==> src/rtl/cache_req_arbiter_2way.sv <==
// ----------------------------------------------------------------------------
// cache_req_arbiter_2way
//
// Round-robin arbiter and sequencer that sits in front of cache_system_2way.
// Two requesters present read addresses over valid/ready. One request is
// serviced at a time. It is issued to the cache as a one-cycle read pulse, and
// the cache's registered result is captured one cycle later. The result is
// then returned on a single back-pressurable response channel, tagged with
// the owning requester. Saturating L1-hit / L2-hit / miss counters are
// maintained alongside.
//
// Ports
//   clk, rst                 clock, asynchronous active-high reset
//   req0_* / req1_*          request channels (valid, addr in; ready out)
//   rsp_valid / rsp_ready    response handshake
//   rsp_id                   requester owning the response
//   rsp_data                 read data
//   rsp_l1_hit, rsp_l2_hit   hit classification (mutually exclusive)
//   cache_addr, cache_read   request side of the cache
//   cache_read_data,
//   cache_l1_hit,
//   cache_l2_hit             registered result side of the cache
//   clr_stats                synchronous clear of the statistics counters
//   cnt_l1_hit, cnt_l2_hit,
//   cnt_miss                 saturating statistics counters
// ----------------------------------------------------------------------------
module cache_req_arbiter_2way #(
  parameter int ADDR_WIDTH = 11,
  parameter int DATA_WIDTH = 32,
  parameter int CNT_WIDTH  = 16
) (
  input  logic                  clk,
  input  logic                  rst,
  input  logic                  req0_valid,
  input  logic [ADDR_WIDTH-1:0] req0_addr,
  output logic                  req0_ready,
  input  logic                  req1_valid,
  input  logic [ADDR_WIDTH-1:0] req1_addr,
  output logic                  req1_ready,
  output logic                  rsp_valid,
  input  logic                  rsp_ready,
  output logic                  rsp_id,
  output logic [DATA_WIDTH-1:0] rsp_data,
  output logic                  rsp_l1_hit,
  output logic                  rsp_l2_hit,
  output logic [ADDR_WIDTH-1:0] cache_addr,
  output logic                  cache_read,
  input  logic [DATA_WIDTH-1:0] cache_read_data,
  input  logic                  cache_l1_hit,
  input  logic                  cache_l2_hit,
  input  logic                  clr_stats,
  output logic [CNT_WIDTH-1:0]  cnt_l1_hit,
  output logic [CNT_WIDTH-1:0]  cnt_l2_hit,
  output logic [CNT_WIDTH-1:0]  cnt_miss
);

  localparam logic [1:0] ST_IDLE    = 2'd0;
  localparam logic [1:0] ST_ISSUE   = 2'd1;
  localparam logic [1:0] ST_CAPTURE = 2'd2;
  localparam logic [1:0] ST_RESP    = 2'd3;

  logic [1:0]            state_q, state_d;
  logic                  rr_q, rr_d;
  logic [ADDR_WIDTH-1:0] addr_q, addr_d;
  logic                  id_q, id_d;
  logic                  cache_read_q, cache_read_d;
  logic                  rsp_valid_q, rsp_valid_d;
  logic [DATA_WIDTH-1:0] rsp_data_q, rsp_data_d;
  logic                  rsp_l1_q, rsp_l1_d;
  logic                  rsp_l2_q, rsp_l2_d;
  logic [CNT_WIDTH-1:0]  cnt_l1_hit_q, cnt_l1_hit_d;
  logic [CNT_WIDTH-1:0]  cnt_l2_hit_q, cnt_l2_hit_d;
  logic [CNT_WIDTH-1:0]  cnt_miss_q, cnt_miss_d;
  logic                  grant_vld_s;
  logic                  grant_id_s;

  // Counter increment that sticks at all-ones instead of wrapping.
  function automatic logic [CNT_WIDTH-1:0] sat_inc(input logic [CNT_WIDTH-1:0] v);
    if (&v) begin
      sat_inc = v;
    end else begin
      sat_inc = v + {{(CNT_WIDTH-1){1'b0}}, 1'b1};
    end
  endfunction

  // Round-robin grant selection; rr_q names the preferred port on contention.
  always_comb begin
    grant_vld_s = 1'b0;
    grant_id_s  = 1'b0;
    if (req0_valid && req1_valid) begin
      grant_vld_s = 1'b1;
      grant_id_s  = rr_q;
    end else if (req0_valid) begin
      grant_vld_s = 1'b1;
      grant_id_s  = 1'b0;
    end else if (req1_valid) begin
      grant_vld_s = 1'b1;
      grant_id_s  = 1'b1;
    end else begin
      grant_vld_s = 1'b0;
      grant_id_s  = 1'b0;
    end
  end

  // Ready depends only on state and the valids, so it can never loop back
  // through a requester that waits for ready before raising valid.
  assign req0_ready = (state_q == ST_IDLE) && grant_vld_s && !grant_id_s;
  assign req1_ready = (state_q == ST_IDLE) && grant_vld_s &&  grant_id_s;

  // Sequencer: accept -> issue read pulse -> capture cache result -> respond.
  always_comb begin
    state_d      = state_q;
    rr_d         = rr_q;
    addr_d       = addr_q;
    id_d         = id_q;
    cache_read_d = 1'b0;
    rsp_valid_d  = rsp_valid_q;
    rsp_data_d   = rsp_data_q;
    rsp_l1_d     = rsp_l1_q;
    rsp_l2_d     = rsp_l2_q;
    case (state_q)
      ST_IDLE: begin
        if (grant_vld_s) begin
          addr_d       = grant_id_s ? req1_addr : req0_addr;
          id_d         = grant_id_s;
          rr_d         = ~grant_id_s;
          // The read pulse is registered so it is high for exactly the ISSUE cycle.
          cache_read_d = 1'b1;
          state_d      = ST_ISSUE;
        end else begin
          state_d = ST_IDLE;
        end
      end
      ST_ISSUE: begin
        state_d = ST_CAPTURE;
      end
      ST_CAPTURE: begin
        rsp_data_d  = cache_read_data;
        rsp_l1_d    = cache_l1_hit;
        // L1 takes priority if the cache flags both levels.
        rsp_l2_d    = cache_l2_hit & ~cache_l1_hit;
        rsp_valid_d = 1'b1;
        state_d     = ST_RESP;
      end
      ST_RESP: begin
        if (rsp_ready) begin
          rsp_valid_d = 1'b0;
          state_d     = ST_IDLE;
        end else begin
          state_d = ST_RESP;
        end
      end
      default: begin
        state_d = ST_IDLE;
      end
    endcase
  end

  // Statistics: classify the captured result; a clear overrides any increment.
  always_comb begin
    cnt_l1_hit_d = cnt_l1_hit_q;
    cnt_l2_hit_d = cnt_l2_hit_q;
    cnt_miss_d   = cnt_miss_q;
    if (clr_stats) begin
      cnt_l1_hit_d = {CNT_WIDTH{1'b0}};
      cnt_l2_hit_d = {CNT_WIDTH{1'b0}};
      cnt_miss_d   = {CNT_WIDTH{1'b0}};
    end else if (state_q == ST_CAPTURE) begin
      if (cache_l1_hit) begin
        cnt_l1_hit_d = sat_inc(cnt_l1_hit_q);
      end else if (cache_l2_hit) begin
        cnt_l2_hit_d = sat_inc(cnt_l2_hit_q);
      end else begin
        cnt_miss_d = sat_inc(cnt_miss_q);
      end
    end else begin
      cnt_miss_d = cnt_miss_q;
    end
  end

  // State and datapath registers; reset drops any in-flight request.
  always_ff @(posedge clk or posedge rst) begin
    if (rst) begin
      state_q      <= ST_IDLE;
      rr_q         <= 1'b0;
      addr_q       <= {ADDR_WIDTH{1'b0}};
      id_q         <= 1'b0;
      cache_read_q <= 1'b0;
      rsp_valid_q  <= 1'b0;
      rsp_data_q   <= {DATA_WIDTH{1'b0}};
      rsp_l1_q     <= 1'b0;
      rsp_l2_q     <= 1'b0;
      cnt_l1_hit_q <= {CNT_WIDTH{1'b0}};
      cnt_l2_hit_q <= {CNT_WIDTH{1'b0}};
      cnt_miss_q   <= {CNT_WIDTH{1'b0}};
    end else begin
      state_q      <= state_d;
      rr_q         <= rr_d;
      addr_q       <= addr_d;
      id_q         <= id_d;
      cache_read_q <= cache_read_d;
      rsp_valid_q  <= rsp_valid_d;
      rsp_data_q   <= rsp_data_d;
      rsp_l1_q     <= rsp_l1_d;
      rsp_l2_q     <= rsp_l2_d;
      cnt_l1_hit_q <= cnt_l1_hit_d;
      cnt_l2_hit_q <= cnt_l2_hit_d;
      cnt_miss_q   <= cnt_miss_d;
    end
  end

  assign cache_addr = addr_q;
  assign cache_read = cache_read_q;
  assign rsp_valid  = rsp_valid_q;
  assign rsp_id     = id_q;
  assign rsp_data   = rsp_data_q;
  assign rsp_l1_hit = rsp_l1_q;
  assign rsp_l2_hit = rsp_l2_q;
  assign cnt_l1_hit = cnt_l1_hit_q;
  assign cnt_l2_hit = cnt_l2_hit_q;
  assign cnt_miss   = cnt_miss_q;

endmodule

==> config.mk <==
export PLATFORM = sky130hd
export DESIGN_NAME = cache_req_arbiter_2way
export DESIGN_NICKNAME = d
export VERILOG_FILES = /design/src/rtl/cache_req_arbiter_2way.sv
export SDC_FILE = /design/constraint.sdc
export NUM_CORES = 1
export LEC_CHECK = 0
export BUFFER_PORTS_ARGS = -buffer_cell sky130_fd_sc_hd__buf_2
export CAP_MARGIN = 10
export CORE_MARGIN = 3
export CORE_UTILIZATION = 45
export CTS_CLUSTER_SIZE = 12
export DETAILED_ROUTE_END_ITERATION = 10
export PLACE_DENSITY = 0.73
export SYNTH_ARGS = -nofsm -noshare
export SYNTH_HDL_FRONTEND = slang
export SYNTH_SLANG_ARGS = --single-unit
==> constraint.sdc <==
create_clock -name clk -period 3.62 [get_ports clk]
set_input_delay 0.362 -clock clk [delete_from_list [all_inputs] [get_ports clk]]
set_output_delay 0.362 -clock clk [all_outputs]
set_load 0.02 [all_outputs]
==> results of run 1 <==
-- synthesized netlist by cell type, drive strengths merged (2+ instances only) --
cell      n  area, um2
and3      6       37.5
o211ai    3       22.5
a21o      3       22.5
ha        3       37.5
o2111ai   3       26.3
o21ai    12       63.8
dfrtp    99       2480
xnor2    17        149
or4       2       15.0
nor2b     2       12.5
nor4      6       37.5
mux2i     5       50.1
nand3    20        100
a222oi   11        110
nor4b     2       32.5
inv      20       75.1
xor2     17        149
nand3b    2       15.0
or3       7       45.1
and4      4       36.3
buf       7       35.0
nor2     48        180
and2      3       21.3
clkbuf   11       42.5
nand4    15        106
nor3     12       60.1
nand2    18       67.6
mux2     32        360
a21oi     9       45.0
-- worst paths after layout --
path	from	endpoint	cells after the start
worst min register to register	rsp_valid	rsp_valid	1
max in group asynchronous	rst	cnt_l1_hit[12]	3
worst max-delay path	state_q[0]	req0_ready	5
worst max register to register	state_q[0]	cache_addr[9]	6
worst min-delay path	rst	rsp_data[12]	2
min in group clk	req0_addr[5]	cache_addr[5]	3
-- power by group through the flow --
stage / combinational, mW / clock [mW] / sequential [mW]
3_5_place_dp: 1.35 / 0 / 1.60
2_1_floorplan: 0.570 / 0 / 1.91
4_1_cts: 1.35 / 0.757 / 1.59
5_1_grt: 1.42 / 0.808 / 1.62
3_3_place_gp: 1.31 / 0 / 1.59
6_report: 1.33 / 0.733 / 1.58
-- state kept, by name, summed over array words and instances, names as in the netlist --
register,flops
state_q,2
rsp_data,32
rr_q,1
rsp_l2_hit,1
rsp_valid,1
rsp_id,1
cnt_l1_hit,16
cache_addr,11
rsp_l1_hit,1
cnt_l2_hit,16
cnt_miss,16
cache_read,1
-- worst reg2reg max path, stage by stage (launching register included) --
cell and delay (ns):
dfrtp_1 0.56, nor2_1 0.12, o21ai_1 0.56, inv_1 0.14, and2_1 0.34, a222oi_1 0.34
inv_1 0.09
-- cells in the final DEF (no fill, tap or decap), drive strengths merged, types with 2 or more instances in the layout --
cell type    n
buf        163
dfrtp       99
nor2        48
mux2        32
inv         23
nand3       20
nand2       18
xnor2       17
xor2        17
nand4       15
nor3        12
o21ai       12
a222oi      11
a21oi        9
clkbuf       9
or3          7
and3         6
nor4         6
mux2i        5
and4         4
a21o         3
o211ai       3
o2111ai      3
ha           3
and2         3
nand3b       2
or4          2
clkinv       2
nor2b        2
nor4b        2
-- routing by layer --
metal	global-route usage	wire (um)	up-vias
li1	-	-	1771
met1	0.252	4630	1787
met2	0.317	5050	138
met3	0.0516	847	7
met4	0.0546	113	0
met5	0	0	-
-- final cells by class --
type	instances	share of cell area
Clock inverter	7	0.0149
Tap cell	129	0.0286
Timing Repair Buffer	163	0.146
Sequential cell	99	0.439
Inverter	20	0.0137
Multi-Input combinational cell	272	0.336
Clock buffer	9	0.0219
-- logic make-up after synthesis --
family | count (synthesis)
DFF | 99
AOI/OAI and AO/OA | 46
buffers and inverters | 38
muxes | 37
adders and majority gates | 3
xor gates and xnor gates | 34
and+or+nand+nor | 152
==> metrics.yaml, run 1 <==
yosys:
  postSynthCellCount: 409
  synth_area_um2: 4520
  synthAdderAreaFrac: 0.00831
  synth_compound_area_frac: 0.0731
  syn-num-nets: 474
  synth-simple-area-share: 0.180
  ys.warnings.count: 0
  synth_top_family_by_area: "simple AND/OR/NAND/NOR gates"
  ys_seq_area_frac: 0.548
  ys.flop_type: "dfrtp_1"
  syn_area_per_cell_um2: 11.0
  synth.distinct_cells: 47
  synthMuxAreaShare: 0.0909
  ys_ff_latch: 99
  ys_async_sr_fraction: 1.00
  synth_edf_count: 0
  synth_xor_area_frac: 0.0659
cells_and_area:
  final_core_util: 0.594
  instances_no_fill: 699
  antenna_cells: 0
  regArea_um2: 2480
  final_area_um2: 5640
  area.growth.synth_to_final_pct: 25.0
  nNetsFinal: 630
  drive_gt1_frac: 0.388
  nFillCells: 823
  multi_input_area_um2: 1890
floorplanning:
  dieArea_um2: 11300
  start_util: 0.475
  die_w_um: 106
  num_rows: 35
  core_area_um2: 9500
  die_h_um: 106
  pin_count: 160
power:
  powerDensity_nw_per_um2: 645
  swShare: 0.371
  p_leak_nw: 2.77
  power_frac_comb: 0.364
  p_seq_frac: 0.435
  pwr-share-clk: 0.201
  total_power_mw: 3.64
  p_int_mw: 2.29
  vdd_drop_max_v: 0.000426
  switchingPower_mw: 1.35
grt:
  grt_pass1_vias: 3687
  grt_max_degree: 74
  grt_pass1_wl_mm: 17.8
  grtUsageTotal: 0.193
  globalRouteOverflowTotal: 0
  antenna_found_initial: 0
timing:
  setup_tns_ns: 0
  relSlewSlack: 0.312
  finalCritPeriodShare: 0.729
  worst-slew-pin-transition_ns: 1.02
  fin_skew_ns: 0.0193
  slew_viol_final: 0
  holdWs_ns: 0.196
  hold_violations: 0
  fin_crit_ns: 2.64
  fin_ws_ns: 0.980
  rsz0062_at_grt: "no"
  setup_viol: 0
  max_freq_ghz: 0.379
critical_path:
  crit_required_ns: 3.26
  worst-path-buf-inv: 2
  setup.worst_path.end_class: "output port"
  cp_top_family: "flip-flops"
  critical_path_arrival_ns: 2.28
  r2r_setup_slack_ns: 1.37
  crit_slowest_cell: "dfrtp_1"
  worstPathMaxFanout: 15
  critPathKind: "reg -> out"
  worstPathCellList: "nor2_1, o21ai_1, inv_1, and2_1, buf_2"
  slowest_delay_ns: 0.56
  start_kind: "flip-flop"
detailed_routing:
  drtAntennaViolNets: 0
  vias_per_cell: 5.30
  wirelength_mm: 10.6
  vias: 3703
  first_iter_violations: 193
  dr.pass1.iters: 7
  wl_per_cell_um: 15.2
  drc: 0
clock_network:
  cts_resized: 0
  cts_made_buffers: 9
  cts_buffer_depth: 2
  cts_setup_buffers: 0
  clock_latency_ns: 0.36
  cts.sinks: 99
  clk_pin_slew_worst_paths_ns: 0.10
  cts_root_buf: "clkbuf_8"
  cts-htree-levels: 3
  cts_tree: "built"
  ctsHoldBuffers: 0
placement:
  placed_cell_area_um2: 5440
  place.gp.congestion: 0.861
  dp_hpwl_mm: 7.87
  dp_slack_ns: 1.30
  io_buffers: 159
  placed_cells: 683
min_path:
  holdCritPathClass: "in -> async"
job:
  drv_cap: 0
outcome:
  outcome: "finished clean"
(Power assumes the default switching activity.)
==> run 2, diff against run 1 <==
--- a/config.mk
+++ b/config.mk
@@ -11,7 +11,7 @@
 export CORE_UTILIZATION = 45
 export CTS_CLUSTER_SIZE = 12
 export DETAILED_ROUTE_END_ITERATION = 10
-export PLACE_DENSITY = 0.73
+export PLACE_DENSITY = 0.76
 export SYNTH_ARGS = -nofsm -noshare
 export SYNTH_HDL_FRONTEND = slang
 export SYNTH_SLANG_ARGS = --single-unit
==> constraint.sdc (replaced) <==
create_clock -name clk -period 2.1 [get_ports clk]
set_input_delay 0.21 -clock clk [delete_from_list [all_inputs] [get_ports clk]]
set_output_delay 0.21 -clock clk [all_outputs]
set_load 0.02 [all_outputs]
==> metrics.yaml, run 2 (synthesized netlist as in run 1, its figures left out) <==
outcome:
  outcome: "finished clean"
critical_path:
  r2r_cells: 5
  start_kind: "flip-flop"
  worst-path-buf-inv: 0
  crit_required_ns: 2.34
  worstPathMaxFanout: 8
  cp_top_family: "simple AND/OR/NAND/NOR gates"
  crit_path_start: "cnt_l2_hit[3]"
  critPathKind: "reg -> reg"
  worstPathCellList: "nand4_1, or2_0, or4_1, xnor2_1, nor2_1"
  critical_path_arrival_ns: 2.12
  crit_slowest_cell: "or4_1"
  path_depth: 5
  slowest_delay_ns: 0.57
  r2r_start: "cnt_l2_hit[3]"
  setup.worst_path.end_class: "flip-flop"
floorplanning:
  dieArea_um2: 11300
  die_h_um: 106
  num_rows: 35
  pin_count: 160
  start_util: 0.475
  die_w_um: 106
  core_area_um2: 9500
timing:
  slew_viol_final: 0
  fin_crit_ns: 1.88
  worst-slew-pin-transition_ns: 0.649
  max_freq_ghz: 0.532
  hold_violations: 0
  fin_skew_ns: 0.0111
  setup_viol: 0
  rsz0062_at_grt: "no"
  setup_tns_ns: 0
  finalCritPeriodShare: 0.894
  relSlewSlack: 0.566
detailed_routing:
  wirelength_mm: 10.7
  first_iter_violations: 184
  wl_per_cell_um: 15.2
  vias_per_cell: 5.34
  vias: 3779
  drc: 0
  drtAntennaViolNets: 0
  dr.pass1.iters: 5
clock_network:
  cts_buffer_depth: 2
  cts_root_buf: "clkbuf_8"
  cts_tree: "built"
  cts_made_buffers: 9
  cts-htree-levels: 3
  clock_latency_ns: 0.35
  cts.sinks: 99
  clk_pin_slew_worst_paths_ns: 0.10
min_path:
  holdCritPathClass: "in -> reg"
  hold_start: "req0_addr[7]"
  whs_path_depth: 3
cells_and_area:
  final_core_util: 0.604
  largest_reg_flops: 32
  nNetsFinal: 639
  antenna_cells: 0
  final_cell_mix: "buf_2 (159), dfrtp_1 (99), nor2_1 (48)"
  nFillCells: 824
  final_area_um2: 5740
  final_common_cell: "buf_2"
  area.growth.synth_to_final_pct: 27.0
  drive_gt1_frac: 0.399
grt:
  antenna_found_initial: 0
  grt_busiest_layer: "met2"
  grt_use_met2: 0.318
  grtUsageTotal: 0.195
  grt_max_degree: 38
  globalRouteOverflowTotal: 0
  grt_pass1_vias: 3824
  use_met3: 0.0698
  grtUsageMet1: 0.240
  grt_pass1_wl_mm: 17.9
power:
  vdd_drop_max_v: 0.000799
  total_power_mw: 6.27
  powerDensity_nw_per_um2: 1090
  p_leak_nw: 2.81
placement:
  io_buffers: 159
  dp_hpwl_mm: 8.11
  place.gp.congestion: 0.853
  placed_cell_area_um2: 5530
job:
  drv_cap: 0
-- run 2: layout make-up --
type	count	area (um2)	share of cell area
Clock buffer	9	124	0.0216
Clock inverter	7	68.8	0.0120
Inverter	20	78.8	0.0137
Multi-Input combinational cell	272	1890	0.330
Sequential cell	99	2480	0.432
Tap cell	129	161	0.0281
Timing Repair Buffer	172	933	0.163
-- run 2: repair_timing --
| action | CTS | global route |
|---|---|---|
| resized for setup | 0 | 2 |
| endpoints found under the setup margin | 0 | 5 |
| hold buffers | 1 | 0 |
| buffers inserted | 0 | 0 |
| endpoints found under the hold margin | 25 | 0 |
-- run 2: per-layer routing --
metal / vias to the layer above / wire length, um
met2: 149 / 5080
met1: 1832 / 4460
met3: 14 / 1050
met4: 0 / 148
li1: 1784 / -
met5: - / 0
-- run 2: report_power, final --
group	leakage, nW	internal, mW	switching (mW)
Sequential	1.28	2.41	0.310
Combinational	1.44	1.02	1.33
Clock	0.0950	0.547	0.650
Total	2.81	3.98	2.29
-- run 2: worst reg2reg max path: stages, from the launching register on --
cell and delay, ns:
dfrtp_1 0.45, nand4_1 0.17, or2_0 0.36, or4_1 0.57, xnor2_1 0.17, nor2_1 0.05
-- run 2: through the flow --
stage	cells	hold slack, ns	setup WS [ns]
global route	708	0.0563	0.0538
CTS	708	0.0500	0.0597
detailed placement	691	0.338	0.167
finish	708	0.0686	0.222
floorplan	409	0.335	0.164
global placement	691	0.335	0.218
-- run 2: final timing paths --
path                             endpoint  slack, ns
max                        cnt_l2_hit[14]       0.22
max in group asynchronous  cnt_l1_hit[10]       1.03
max reg2reg                cnt_l2_hit[14]       0.22
min in group asynchronous   cache_addr[5]       0.49
min                         cache_addr[7]       0.07
min reg2reg                     rsp_valid       0.49
==> run 3, diff against run 2 <==
--- a/config.mk
+++ b/config.mk
@@ -7,11 +7,11 @@
 export LEC_CHECK = 0
 export BUFFER_PORTS_ARGS = -buffer_cell sky130_fd_sc_hd__buf_2
 export CAP_MARGIN = 10
-export CORE_MARGIN = 3
 export CORE_UTILIZATION = 45
 export CTS_CLUSTER_SIZE = 12
 export DETAILED_ROUTE_END_ITERATION = 10
 export PLACE_DENSITY = 0.76
+export SLEW_MARGIN = 0
 export SYNTH_ARGS = -nofsm -noshare
 export SYNTH_HDL_FRONTEND = slang
 export SYNTH_SLANG_ARGS = --single-unit
==> metrics.yaml, run 3 (synthesized netlist as in run 1, its figures left out) <==
cells_and_area:
  antenna_cells: 0
  final_common_cell: "buf_2"
  nNetsFinal: 639
  largest_reg_flops: 32
  drive_gt1_frac: 0.397
  final_cell_mix: "buf_2 (159), dfrtp_1 (99), nor2_1 (48)"
  area.growth.synth_to_final_pct: 27.2
detailed_routing:
  first_iter_violations: 128
  dr.pass1.iters: 5
  drtAntennaViolNets: 0
  wirelength_mm: 10.4
  wl_per_cell_um: 14.6
  vias_per_cell: 5.28
  vias: 3759
  drc: 0
floorplanning:
  die_h_um: 102
  num_rows: 36
  pin_count: 160
  core_area_um2: 9730
  start_util: 0.464
  die_w_um: 102
  dieArea_um2: 10400
power:
  p_leak_nw: 2.81
  total_power_mw: 6.37
  vdd_drop_max_v: 0.000775
  powerDensity_nw_per_um2: 1110
critical_path:
  critPathKind: "reg -> reg"
  crit_slowest_cell: "or4_1"
  start_kind: "flip-flop"
  setup.worst_path.end_class: "flip-flop"
  slowest_delay_ns: 0.63
  worstPathCellList: "ha_1, nand4_1, or4_1, and2_4, mux2i_1, nor2_1"
  r2r_setup_slack_ns: 0.11
  r2r_cells: 6
  critical_path_arrival_ns: 2.24
  worstPathMaxFanout: 7
  crit_required_ns: 2.36
clock_network:
  cts_tree: "built"
  clock_latency_ns: 0.37
  cts_made_buffers: 9
  cts.sinks: 99
  clk_pin_slew_worst_paths_ns: 0.10
  cts_buffer_depth: 2
  cts_setup_buffers: 0
  cts-htree-levels: 3
  cts_root_buf: "clkbuf_8"
timing:
  fin_ws_ns: 0.113
  fin_crit_ns: 1.99
  setup_viol: 0
  rsz0062_at_grt: "no"
  setup_tns_ns: 0
  holdWs_ns: 0.0493
  fin_skew_ns: 0.0168
  worst-slew-pin-transition_ns: 0.616
  slew_viol_final: 0
  hold_violations: 0
  finalCritPeriodShare: 0.946
  relSlewSlack: 0.589
  max_freq_ghz: 0.503
grt:
  grt_pass1_wl_mm: 17.0
  grt_pass1_vias: 3671
  grtUsageTotal: 0.211
  globalRouteOverflowTotal: 0
  antenna_found_initial: 0
  grt_max_degree: 100
placement:
  dp_hpwl_mm: 7.49
  place.gp.congestion: 0.852
  io_buffers: 159
  dp_slack_ns: 0.146
min_path:
  holdCritPathClass: "in -> reg"
  whs_path_depth: 3
job:
  drv_cap: 0
outcome:
  outcome: "finished clean"
-- run 3: timing repair --
action                                  in CTS  in global routing
hold buffers                                 1                  0
endpoints found under the setup margin       1                  1
resized for setup                            1                  1
endpoints found under the hold margin        8                  0
-- run 3: path summary, 6_finish.rpt --
path,startpoint,endpoint
min in group asynchronous,rst,rsp_data[23]
max in group asynchronous,rst,cnt_l1_hit[12]
min reg2reg,rsp_valid,rsp_valid
min,req0_addr[8],cache_addr[8]
max,cnt_l1_hit[0],cnt_l1_hit[1]
max reg2reg,cnt_l1_hit[0],cnt_l1_hit[1]
-- run 3: layout make-up --
cell class              count  area [um2]
fillers                   874        3980
flip-flops and latches     99        2480
multi-input cells         272        1900
repair buffers            172         921
well taps                 133         166
clock buffers               9         124
clock inverters             7        82.6
inverters                  20        78.8
-- run 3: layer usage --
metal / vias up / part of all wire / wire [um] / global-route usage
met5: - / 0 / 0 / 0
met4: 0 / 0.013 / 136 / 0.0824
met3: 11 / 0.075 / 780 / 0.0575
met2: 136 / 0.49 / 5110 / 0.346
met1: 1824 / 0.42 / 4410 / 0.265
li1: 1788 / - / - / -
-- run 3: worst max-delay path, delay by kind of cell (launching register included) --
family	cells	cell delay, ns
DFF	1	0.45
muxes	1	0.14
and+or+nand+nor	4	1.06
adders and majority gates	1	0.22
-- run 3: where the power goes --
part           total (mW)  leakage, nW  internal [mW]  switching [mW]
clock                1.29       0.0984          0.570           0.716
combinational        2.40         1.43           1.04            1.35
sequential           2.69         1.28           2.41           0.276
total                6.37         2.81           4.03            2.34
-- run 3: metrics by stage --
stage / cells / area, um2 / util
after floorplan: 409 / 4520 / -
after global placement: 695 / 5530 / 0.568
after detailed placement: 695 / 5530 / 0.568
after CTS: 712 / 5750 / 0.591
after global routing: 712 / 5750 / 0.591
final: 712 / 5750 / 0.591
